**config.mk**
```make
export PLATFORM = sky130hd
export DESIGN_NAME = cache_mem_arbiter
export DESIGN_NICKNAME = d
export VERILOG_FILES = /design/src/rtl/cache_arb_pkg.sv /design/src/rtl/cache_arb_select.sv /design/src/rtl/cache_mem_arbiter.sv
export SDC_FILE = /design/constraint.sdc
export NUM_CORES = 1
export LEC_CHECK = 0
export CAP_MARGIN = 20
export CORE_MARGIN = 1
export CORE_UTILIZATION = 38
export CTS_BUF_LIST = sky130_fd_sc_hd__clkbuf_8
export CTS_CLUSTER_SIZE = 28
export DETAILED_ROUTE_END_ITERATION = 16
export GPL_TIMING_DRIVEN = 0
export PLACE_DENSITY = 0.79
export SETUP_SLACK_MARGIN = 0.2
export SYNTH_ARGS = -nofsm -noshare
export SYNTH_HDL_FRONTEND = slang
export SYNTH_HIERARCHICAL = 1
export SYNTH_SLANG_ARGS = --single-unit
```
**constraint.sdc**
```tcl
create_clock -name clk -period 1.8 [get_ports clk]
set_clock_uncertainty 0.2 [all_clocks]
set_input_delay 0.18 -clock clk [delete_from_list [all_inputs] [get_ports clk]]
set_output_delay 0.18 -clock clk [all_outputs]
set_load 0.01 [all_outputs]
```
**src/rtl/cache_arb_pkg.sv**
```systemverilog
// Shared types for the cache-to-memory arbiter: FSM encoding and master ids.
package cache_arb_pkg;

  typedef enum logic [1:0] {
    IDLE = 2'b00,
    REQ  = 2'b01,
    WAIT = 2'b11,
    RESP = 2'b10
  } arb_state_e;

  localparam logic ARB_INST = 1'b0;
  localparam logic ARB_DATA = 1'b1;

endpackage

```
**src/rtl/cache_arb_select.sv**
```systemverilog
// Grant selection between instruction and data cache requests.
// CACHE_ARB_RR_EN selects round-robin tie-break; otherwise the data cache wins ties.
module cache_arb_select
  import cache_arb_pkg::*;
(
  input  logic inst_req,
  input  logic data_req,
  input  logic last_grant,
  input  logic fsm_idle,
  output logic grant_valid,
  output logic grant_id
);

  assign grant_valid = fsm_idle & (inst_req | data_req);

  always_comb begin
    grant_id = ARB_DATA;
    if (inst_req && !data_req) begin
      grant_id = ARB_INST;
    end else if (inst_req && data_req) begin
`ifdef CACHE_ARB_RR_EN
      grant_id = ~last_grant;
`else
      grant_id = ARB_DATA;
`endif
    end
  end

`ifndef CACHE_ARB_RR_EN
  // Fixed priority has no use for the grant history.
  logic unused_last_grant;
  assign unused_last_grant = last_grant;
`endif

endmodule

```
**src/rtl/cache_mem_arbiter.sv**
```systemverilog
// Merges instruction/data cache transactions onto one SRAM-like memory port,
// one transaction at a time. Optional macro: CACHE_ARB_RR_EN (round-robin ties).
module cache_mem_arbiter
  import cache_arb_pkg::*;
(
  input  logic        clk,
  input  logic        resetn,
  input  logic        inst_cache_req,
  input  logic [31:0] inst_cache_addr,
  output logic [31:0] inst_cache_rdata,
  output logic        inst_cache_dok,
  input  logic        data_cache_req,
  input  logic [31:0] data_cache_addr,
  input  logic [3:0]  data_cache_wen,
  input  logic [31:0] data_cache_wdata,
  output logic [31:0] data_cache_rdata,
  output logic        data_cache_dok,
  output logic        mem_req,
  output logic        mem_wr,
  output logic [3:0]  mem_wstrb,
  output logic [31:0] mem_addr,
  output logic [31:0] mem_wdata,
  input  logic        mem_addr_ok,
  input  logic        mem_data_ok,
  input  logic [31:0] mem_rdata
);

  // Valid/ready: cache req is level-held until its one-cycle dok; mem_req is
  // held until mem_addr_ok, then the transaction completes on mem_data_ok.

  arb_state_e  state_q, state_d;
  logic        id_q;
  logic        wr_q;
  logic [3:0]  wstrb_q;
  logic [31:0] addr_q;
  logic [31:0] wdata_q;
  logic [31:0] inst_rdata_q;
  logic [31:0] data_rdata_q;
  logic        last_grant;
  logic        grant_valid;
  logic        grant_id;
  logic        done;

  cache_arb_select u_select (
    .inst_req    (inst_cache_req),
    .data_req    (data_cache_req),
    .last_grant  (last_grant),
    .fsm_idle    (state_q == IDLE),
    .grant_valid (grant_valid),
    .grant_id    (grant_id)
  );

`ifdef CACHE_ARB_RR_EN
  logic last_grant_q;
  always_ff @(posedge clk or negedge resetn) begin
    if (!resetn)          last_grant_q <= ARB_INST;
    else if (grant_valid) last_grant_q <= grant_id;
  end
  assign last_grant = last_grant_q;
`else
  assign last_grant = ARB_INST;
`endif

  always_comb begin
    state_d = state_q;
    done    = 1'b0;
    case (state_q)
      IDLE: if (grant_valid) state_d = REQ;
      REQ: begin
        if (mem_addr_ok) begin
          if (mem_data_ok) begin
            state_d = RESP;
            done    = 1'b1;
          end else begin
            state_d = WAIT;
          end
        end
      end
      WAIT: begin
        if (mem_data_ok) begin
          state_d = RESP;
          done    = 1'b1;
        end
      end
      RESP:    state_d = IDLE;
      default: state_d = IDLE;
    endcase
  end

  always_ff @(posedge clk or negedge resetn) begin
    if (!resetn) begin
      state_q <= IDLE;
    end else begin
      state_q <= state_d;
    end
  end

  always_ff @(posedge clk or negedge resetn) begin
    if (!resetn) begin
      id_q    <= ARB_INST;
      wr_q    <= 1'b0;
      wstrb_q <= 4'h0;
      addr_q  <= 32'h0;
      wdata_q <= 32'h0;
    end else if (grant_valid) begin
      id_q <= grant_id;
      if (grant_id == ARB_DATA) begin
        addr_q  <= data_cache_addr;
        wr_q    <= |data_cache_wen;
        wstrb_q <= data_cache_wen;
        wdata_q <= data_cache_wdata;
      end else begin
        addr_q  <= inst_cache_addr;
        wr_q    <= 1'b0;
        wstrb_q <= 4'h0;
        wdata_q <= 32'h0;
      end
    end
  end

  // Writes leave the requester's read data untouched.
  always_ff @(posedge clk or negedge resetn) begin
    if (!resetn) begin
      inst_rdata_q <= 32'h0;
      data_rdata_q <= 32'h0;
    end else if (done && !wr_q) begin
      if (id_q == ARB_DATA) data_rdata_q <= mem_rdata;
      else                  inst_rdata_q <= mem_rdata;
    end
  end

  assign mem_req          = (state_q == REQ);
  assign mem_wr           = wr_q;
  assign mem_wstrb        = wstrb_q;
  assign mem_addr         = addr_q;
  assign mem_wdata        = wdata_q;
  assign inst_cache_dok   = (state_q == RESP) && (id_q == ARB_INST);
  assign data_cache_dok   = (state_q == RESP) && (id_q == ARB_DATA);
  assign inst_cache_rdata = inst_rdata_q;
  assign data_cache_rdata = data_rdata_q;

endmodule

```
======== Yosys cells after proc, flatten, opt, wreduce, memory -nomap -nowiden ========
Cells that the tools add are included.
storage, ports and cells
  latch bits .............................. 0
  register bits after elaboration ......... 136
  memories kept ........................... 0
  input port bits ......................... 138
  bits in writable memories ............... 0
  logic and storage cells ................. 41
  memory bits (read-only) ................. 0
operators by class
  shifts and indexed selects .............. 0
  bitwise gates (word level) .............. 3
  divide/modulo/power cells ............... 0
  equal/unequal tests ..................... 6
  magnitude comparators ................... 0
  reduce and logical (&&, ||, !) cells .... 11
  multiply operators ...................... 0
  add/sub/neg operators ................... 0
  muxes and demuxes ....................... 13
operator list
  cell                  number
  $mux W32              2
  $pmux W2 S4           1
  $mux W2               3
  $mux W1               5
  $eq A2 B2 Y1 const B  2
  $logic_and A1 B1 Y1   4
  $mux W4               1
  $ne A2 B2 Y1 const B  2
  $reduce_and A2 Y1     2
  $reduce_or A4 Y1      1
  $reduce_and A3 Y1     1
  $eq A2 B1 Y1 const B  1
  $logic_not A1 Y1      2
  $logic_not A2 Y1      1
  $ne A2 B1 Y1 const B  1
  $pmux W1 S2           1
  $and A1 B1 Y1         1
  $not A1 Y1            1
  $or A1 B1 Y1          1

======== Depth between registers and ports, before layout ========
Gate-level depths: netlist of the first run.
  depth after elaboration ................. 5
  mapped depth ............................ 6
  gate-level depth less buffers ........... 4

======== Cells and area by module ========
The synthesis of the first run kept the hierarchy.
modules (own cells, without submodules)
  module             area an instance (um^2)  cells an instance  instances
  cache_mem_arbiter  5,626.6                  453                1
  cache_arb_select   13.8                     2                  1

======== Least setup slack after synthesis of the first run ========
OpenSTA, ideal clock, no wires.
  path type ............................... reg2reg
  start point ............................. register state_q[0]
  end point ............................... register inst_rdata_q[10], in the netlist inst_cache_rdata[10]
  buffers on the path ..................... 2
  arrival ................................. 1.534 ns
  setup slack ............................. -0.059 ns
  cell stages (with the launch flop) ...... 6
  path through ............................ dfrtp_1 -> o21ai_2 -> or4b_1 -> buf_6 -> buf_12 -> mux2_4
on the way
  word-level cells in the longest chain between the ends .. 4
ends and longest elaborated chain
  item                                          line                      RTL
  from (decl)                                   cache_mem_arbiter.sv:31   arb_state_e state_q, state_d;
  from (signal assigned)                        cache_mem_arbiter.sv:94   state_q <= state_d;
  $eq A2 B2 Y1 or $eq A2 B1 Y1 (tied branches)  cache_mem_arbiter.sv:67   case (state_q)
  $pmux W1 S2 (*)                               cache_mem_arbiter.sv:67
  $logic_and A1 B1 Y1 (*)                       cache_mem_arbiter.sv:126  end else if (done && !wr_q) begin
  $reduce_and A2 Y1 (no source line) (*)        -
  to (signal assigned)                          cache_mem_arbiter.sv:128  else inst_rdata_q <= mem_rdata;
  to (decl)                                     cache_mem_arbiter.sv:37   logic [31:0] inst_rdata_q;
Mark *: on every way between the ends. The rest lies on a longest branch, timed or not.
A chain may end at the register's enable or synchronous reset.

======== Worst setup path in the final report of the first run ========
  start point ............................. register state_q[0]
  end point ............................... register inst_rdata_q[27], in the netlist inst_cache_rdata[27]
The elaborated chain is that of the path after synthesis.

==> results of run 1 <==
[area by class of cell]
type                       instances  area, um^2
inverter                          38       142.6
fill                             983        4041
clock buffer                      19       261.5
tap                              184       230.2
timing repair buffer             317        3234
buffer                            30       447.9
sequential                       136        3406
clock inverter                    13       131.4
multi-input combinational        250        2584
[through the flow]
stage          area [um^2]  worst slack (ns)  instances
2_1_floorplan         5648          -0.05925        454
3_3_place_gp          8611            -4.823        911
3_5_place_dp          8640           -0.6063        912
4_1_cts               9492           -0.1397        969
5_1_grt              10440           -0.1686        987
6_report             10440           -0.1400        987
[registers in the layout (all words and copies together), names as in the netlist]
name and cells:
data_cache_rdata 32, id_q 1, inst_cache_rdata 32, mem_addr 32
mem_wdata 32, mem_wr 1, mem_wstrb 4, state_q 2
[power by group through the flow]
| stage | combinational [mW] | clock, mW | sequential (mW) |
|---|---|---|---|
| global route | 9.22 | 2.72 | 5.55 |
| global placement | 6.54 | 0 | 5.30 |
| floorplan | 2.13 | 0 | 5.92 |
| CTS | 7.08 | 2.54 | 5.28 |
| finish | 8.67 | 2.52 | 5.40 |
| detailed placement | 6.69 | 0 | 5.38 |
[layer usage]
layer | part of all wire [%] | routed length [um] | track usage [%]
met1 | 38 | 7109 | 24.87
met3 | 8.3 | 1567 | 8.333
met5 | 0 | 0 | 0
met4 | 1.3 | 250 | 7.003
met2 | 53 | 9912 | 39.44
[path summary, 6_finish.rpt]
kind | from | to | slack, ns | depth (start not counted)
max in group asynchronous | resetn | mem_wr | 0.52 | 3
min | resetn | inst_cache_rdata[30] | 0.08 | 2
max | state_q[0] | inst_cache_rdata[27] | -0.14 | 5
min in group clk | data_cache_wdata[2] | mem_wdata[2] | 0.10 | 3
min reg2reg | inst_cache_rdata[0] | inst_cache_rdata[0] | 0.30 | 1
max reg2reg | state_q[0] | inst_cache_rdata[27] | -0.14 | 5
[what timing repair did]
action / 4_1_cts / 5_1_grt
hold endpoints to repair: 60 / 0
endpoints found under the setup margin: 271 / 138
resized for setup: 269 / 185
hold buffers: 1 / 0
pin swaps: 2 / 27
buffers inserted: 15 / 10
gates cloned: 9 / 8
[layout by cell type, fill, tap and decap left out, types with 17 or more instances in the layout]
cell type	instances
mux2i_1	32
o21ai_2	20
buf_6	21
clkdlybuf4s50_1	136
a21oi_2	30
nand3_2	27
dfrtp_1	134
mux2_4	63
inv_1	41
o21ai_1	18
clkbuf_8	19
dlygate4sd2_1	131
nor2_1	17
==> impl_results.md, run 1 <==
* Root Driver: clkbuf_8
* Clk sinks at 136
* Syn Nets at 592
* Hold WC Path Type: input port to async pin
* RSZ-0062 raised after global routing: true
* Worst EP required at 1.93 ns
* Period minus WS final at 1.940 ns
* Ant. Diodes at 0
* Initial drt markers at 157
* I/O Buffers at 273
* Sequential Power Share at 32.6%
* Vias in the first global route at 4943
* Clock Pin Slew Worst Setup and Hold Paths at 0.08 ns
* Final Max Tran Viols at 0
* CTS buffer count at 17
* CP bufs+invs at 2
* CP Cell Sequence: o21ai_4 > or4b_4 > buf_12 > buf_12 > mux2_4
* Drt first pass iters at 4
* Leakage at 5.011 nW
* Internal at 10.69 mW
* DIE AREA at 15320 um^2
* Critical path class: flop to flop
* Setup slack after layout at -0.1400 ns
* CTS H-tree lvls at 4
* Fin crit share at 107.8%
* Drt total wl at 18.84 mm
* Worst setup EP type: flop
* Dpl hpwl at 12.11 mm
* First-pass GRT wire length at 25.53 mm
* Mean Syn Cell Area at 12.42 um^2
* Maximum clock rate at 515.5 MHz
* Netlist Area Pre-Place at 5637 um^2
* Setup_tns at -6.752 ns
* Core area at 14480 um^2
* Drt wl/cell at 19.09 um
* Synth warn at 6
* CTS tree: built
* GRT Overall Usage at 22.38%
* PwrDens at 1589 nW/um^2
* Area Overhead vs Synth at 85.17%
* Fin nets at 928
* Worst setup SP type: flop
* Peak supply drop at 946.7 uV
* Delay-heaviest family, CP: simple AND/OR/NAND/NOR gates
* Largest net degree at the start of global routing at 77
* Clk buf depth at 2
* Clk pwr share at 15.2%
* Fin Hold WS at 0.07617 ns
* IO Count at 274
* Sw frac at 35.55%
* Post-synthesis cell count at 454
* Most frequent CP cell: buf_12
* Logic pwr share at 52.3%
* # DRC at 0
* Failing checks: negative setup slack
* Final Power at 16.58 mW
* Sw power at 5.895 mW
* Final setup violation count at 85
* Worst-Margin Slew at 0.7944 ns
* Core Util, Final at 72.09%
* Vias per cell at 4.917
* Highest fanout seen on the critical path at 10
* Critical Path Max Stage Delay at 0.53 ns
* Slew HR at 47.04%
* Initial Util at 38.93%
* Outcome: finished with violations
* Placer congestion estimate at 0.8135
* Clock latency on the worst-skew pair at 0.44 ns
* Die width at 123.8 um
* Critical path arrival at 2.07 ns
* Die Span Y at 123.8 um
* Layout cells sized above 1 at 34.50%
* MaxCap Viol Count at 0
* Row count at 44
* Post-DRT Antenna Nets at 0
* Grt ovf at 0
* Vias at 4853
* Initial antenna violation count at 0
* Final hold violations at 0
* Crit-path slowest cell: or4b_4
Power figures use the tool's default switching activity.
==> run 2: changes to the inputs <==
CORE_MARGIN = 2   (was 1)
==> run 2 against run 1 <==
- clock power shrank 2%
- hold slack gained 0.030 ns
- die area grew 3.3%
- critical path depth is the same
- the run still ends with negative setup slack left
- core utilization grew 0.56 points
- global-route usage shrank 0.094 points
- clock-buffer cell count is the same
- largest cell class unchanged
- flip-flop and latch count is the same
- first-iteration DRC count grew 36%
- total power grew 1.7%
- cell count grew 0.51%
- design area grew 1.2%
==> impl_results.md, run 2 (synthesized netlist as in run 1, its figures left out) <==
* IO Count at 274 (unchanged)
* Clk sinks at 136 (unchanged)
* Drt first pass iters at 4 (unchanged)
* CP bufs+invs at 2 (unchanged)
* Leakage at 4.985 nW (-0.52%)
* Dpl hpwl at 12.32 mm (+1.7%)
* Peak supply drop at 1089 uV (+15%)
* Core area at 14530 um^2 (+0.38%)
* Vias per cell at 4.966 (+0.99%)
* CTS H-tree lvls at 4 (unchanged)
* Initial drt markers at 214 (+36%)
* Largest net degree at the start of global routing at 71 (-7.8%)
* Critical path arrival at 2.06 ns (about the same)
* I/O Buffers at 273 (unchanged)
* Logic pwr share at 53.0% (+0.7 points)
* Post-DRT Antenna Nets at 0 (unchanged)
* MaxCap Viol Count at 0 (unchanged)
* Final setup violation count at 99 (+16%)
* Grt ovf at 0 (unchanged)
* Maximum clock rate at 517.9 MHz (+0.48%)
* Drt wl/cell at 19.50 um (+2.2%)
* Placer congestion estimate at 0.8097 (-0.47%)
* Slew HR at 43.95% (-3.1 points)
* Fin nets at 934 (+0.65%)
* Area Overhead vs Synth at 87.33%
* Worst EP required at 1.93 ns (about the same)
* DIE AREA at 15820 um^2 (+3.3%)
* Layout cells sized above 1 at 36.88% (+2.4 points)
* Root Driver: clkbuf_8
* Die width at 125.8 um (+1.6%)
* Worst setup SP type: flop
* CP Cell Sequence: o21ai_2 > or4b_4 > buf_12 > buf_16 > mux2_4
* Row count at 44 (unchanged)
* Most frequent cells in the layout: 136 x clkdlybuf4s50_1, 134 x dfrtp_1, 132 x dlygate4sd2_1
* Internal at 10.80 mW (+1.1%)
* # DRC at 0 (unchanged)
* Failing checks: negative setup slack
* Clk pwr share at 14.7% (-0.5 points)
* Fin crit share at 107.3% (-0.51 points)
* Drt total wl at 19.34 mm (+2.7%)
* RSZ-0062 raised after global routing: true
* Setup slack after layout at -0.1308 ns (+0.009231 ns)
* Clk buf depth at 2 (unchanged)
* GRT Overall Usage at 22.29% (-0.094 points)
* Hold WC Path Type: input port to async pin
* Leading cell type in the layout, fill and taps excluded: clkdlybuf4s50_1
* Final Max Tran Viols at 0 (unchanged)
* Sw frac at 35.96% (+0.41 points)
* Initial Util at 38.78% (-0.15 points)
* Core Util, Final at 72.65% (+0.56 points)
* CTS buffer count at 17 (unchanged)
* Final hold violations at 0 (unchanged)
* CTS tree: built
* Final Non-Filler Cells at 992 (+0.51%)
* Fillers at 982 (-0.10%)
* Clock latency on the worst-skew pair at 0.44 ns (about the same)
* Delay-heaviest family, CP: simple AND/OR/NAND/NOR gates
* Clock Pin Slew Worst Setup and Hold Paths at 0.07 ns (about the same)
* Ant. Diodes at 0 (unchanged)
* Final Power at 16.87 mW (+1.7%)
* Period minus WS final at 1.931 ns (-0.009231 ns)
* Sequential Power Share at 32.3% (-0.3 points)
* Worst-Margin Slew at 0.8408 ns (+0.04639 ns)
* Sw power at 6.066 mW (+2.9%)
* DP Worst Slack at -0.6410 ns (-0.03472 ns)
* FF-to-FF setup slack at -0.13 ns (about the same)
* Critical Path Max Stage Delay at 0.50 ns (-0.03 ns)
* Die Span Y at 125.8 um (+1.6%)
* First-pass GRT wire length at 27.63 mm (+8.2%)
* PwrDens at 1597 nW/um^2 (+0.55%)
* Crit-path slowest cell: or4b_4
* Highest fanout seen on the critical path at 8 (-2)
* Outcome: finished with violations
* Initial antenna violation count at 0 (unchanged)
* Worst setup EP type: flop
* Critical path class: flop to flop
* Post-Place Cells at 912 (unchanged)
* Vias in the first global route at 5174 (+4.7%)
* Vias at 4926 (+1.5%)
## run 2: changes by cell type in the layout (fill, tap and decap cells not counted), moves of 8 or more
cell / previous run / this run
nor2_1: 17 / 5
mux2_2: 2 / 27
mux2_4: 63 / 38
nor2_4: 12 / 28
buf_12: 10 / 18
## run 2: power groups by stage
stage                     logic [mW]  clock network [mW]  registers (mW)
after floorplan                 2.13                   0            5.92
after global placement          6.53                   0            5.28
after detailed placement        6.69                   0            5.37
after CTS                       7.52                2.53            5.26
after global routing            9.46                2.67            5.59
final                           8.94                2.48            5.44
## run 2: final cells by class
cell class | count | area [um^2] | share of cell area (%)
plain buffers | 30 | 470.5 | 4.455
clock buffers | 19 | 261.5 | 2.477
clock inverters | 12 | 125.1 | 1.185
inverters | 38 | 142.6 | 1.351
multi-input cells | 250 | 2572 | 24.36
flip-flops and latches | 136 | 3406 | 32.25
well taps | 184 | 230.2 | 2.180
repair buffers | 323 | 3351 | 31.73
## run 2: what timing repair did
| action | 4_1_cts | 5_1_grt |
|---|---|---|
| hold buffers | 1 | 0 |
| setup buffers | 25 | 6 |
| resized for setup | 294 | 156 |
| pin swaps | 6 | 36 |
| gates cloned | 12 | 5 |
| endpoints found under the setup margin | 271 | 138 |
| hold endpoints to repair | 69 | 0 |
## run 2: worst paths after layout
check | end | start | cells after the start
max in group asynchronous | mem_addr[4] | resetn | 3
min in group clk | mem_wdata[25] | data_cache_wdata[25] | 3
worst min register to register | data_cache_rdata[21] | data_cache_rdata[21] | 1
worst min-delay path | inst_cache_rdata[11] | resetn | 2
worst max-delay path | inst_cache_rdata[8] | state_q[1] | 5
worst max register to register | inst_cache_rdata[8] | state_q[1] | 5
## run 2: stage by stage
step / area [um^2] / hold slack [ns] / TNS, ns
floorplan: 5648 / -0.3156 / -1.778
global placement: 8611 / 0.2894 / -715.11
detailed placement: 8640 / 0.03113 / -55.57
CTS: 9774 / 0.07347 / -3.377
global route: 10560 / 0.1008 / -9.814
finish: 10560 / 0.1066 / -6.405
## run 2: metal layers
metal,global-route usage (%),part of all wire [%],up-vias
li1,-,-,2230
met1,25.55,38,2462
met2,39.62,53,199
met3,6.627,6.3,35
met4,7.951,2.5,0
met5,0,0,-
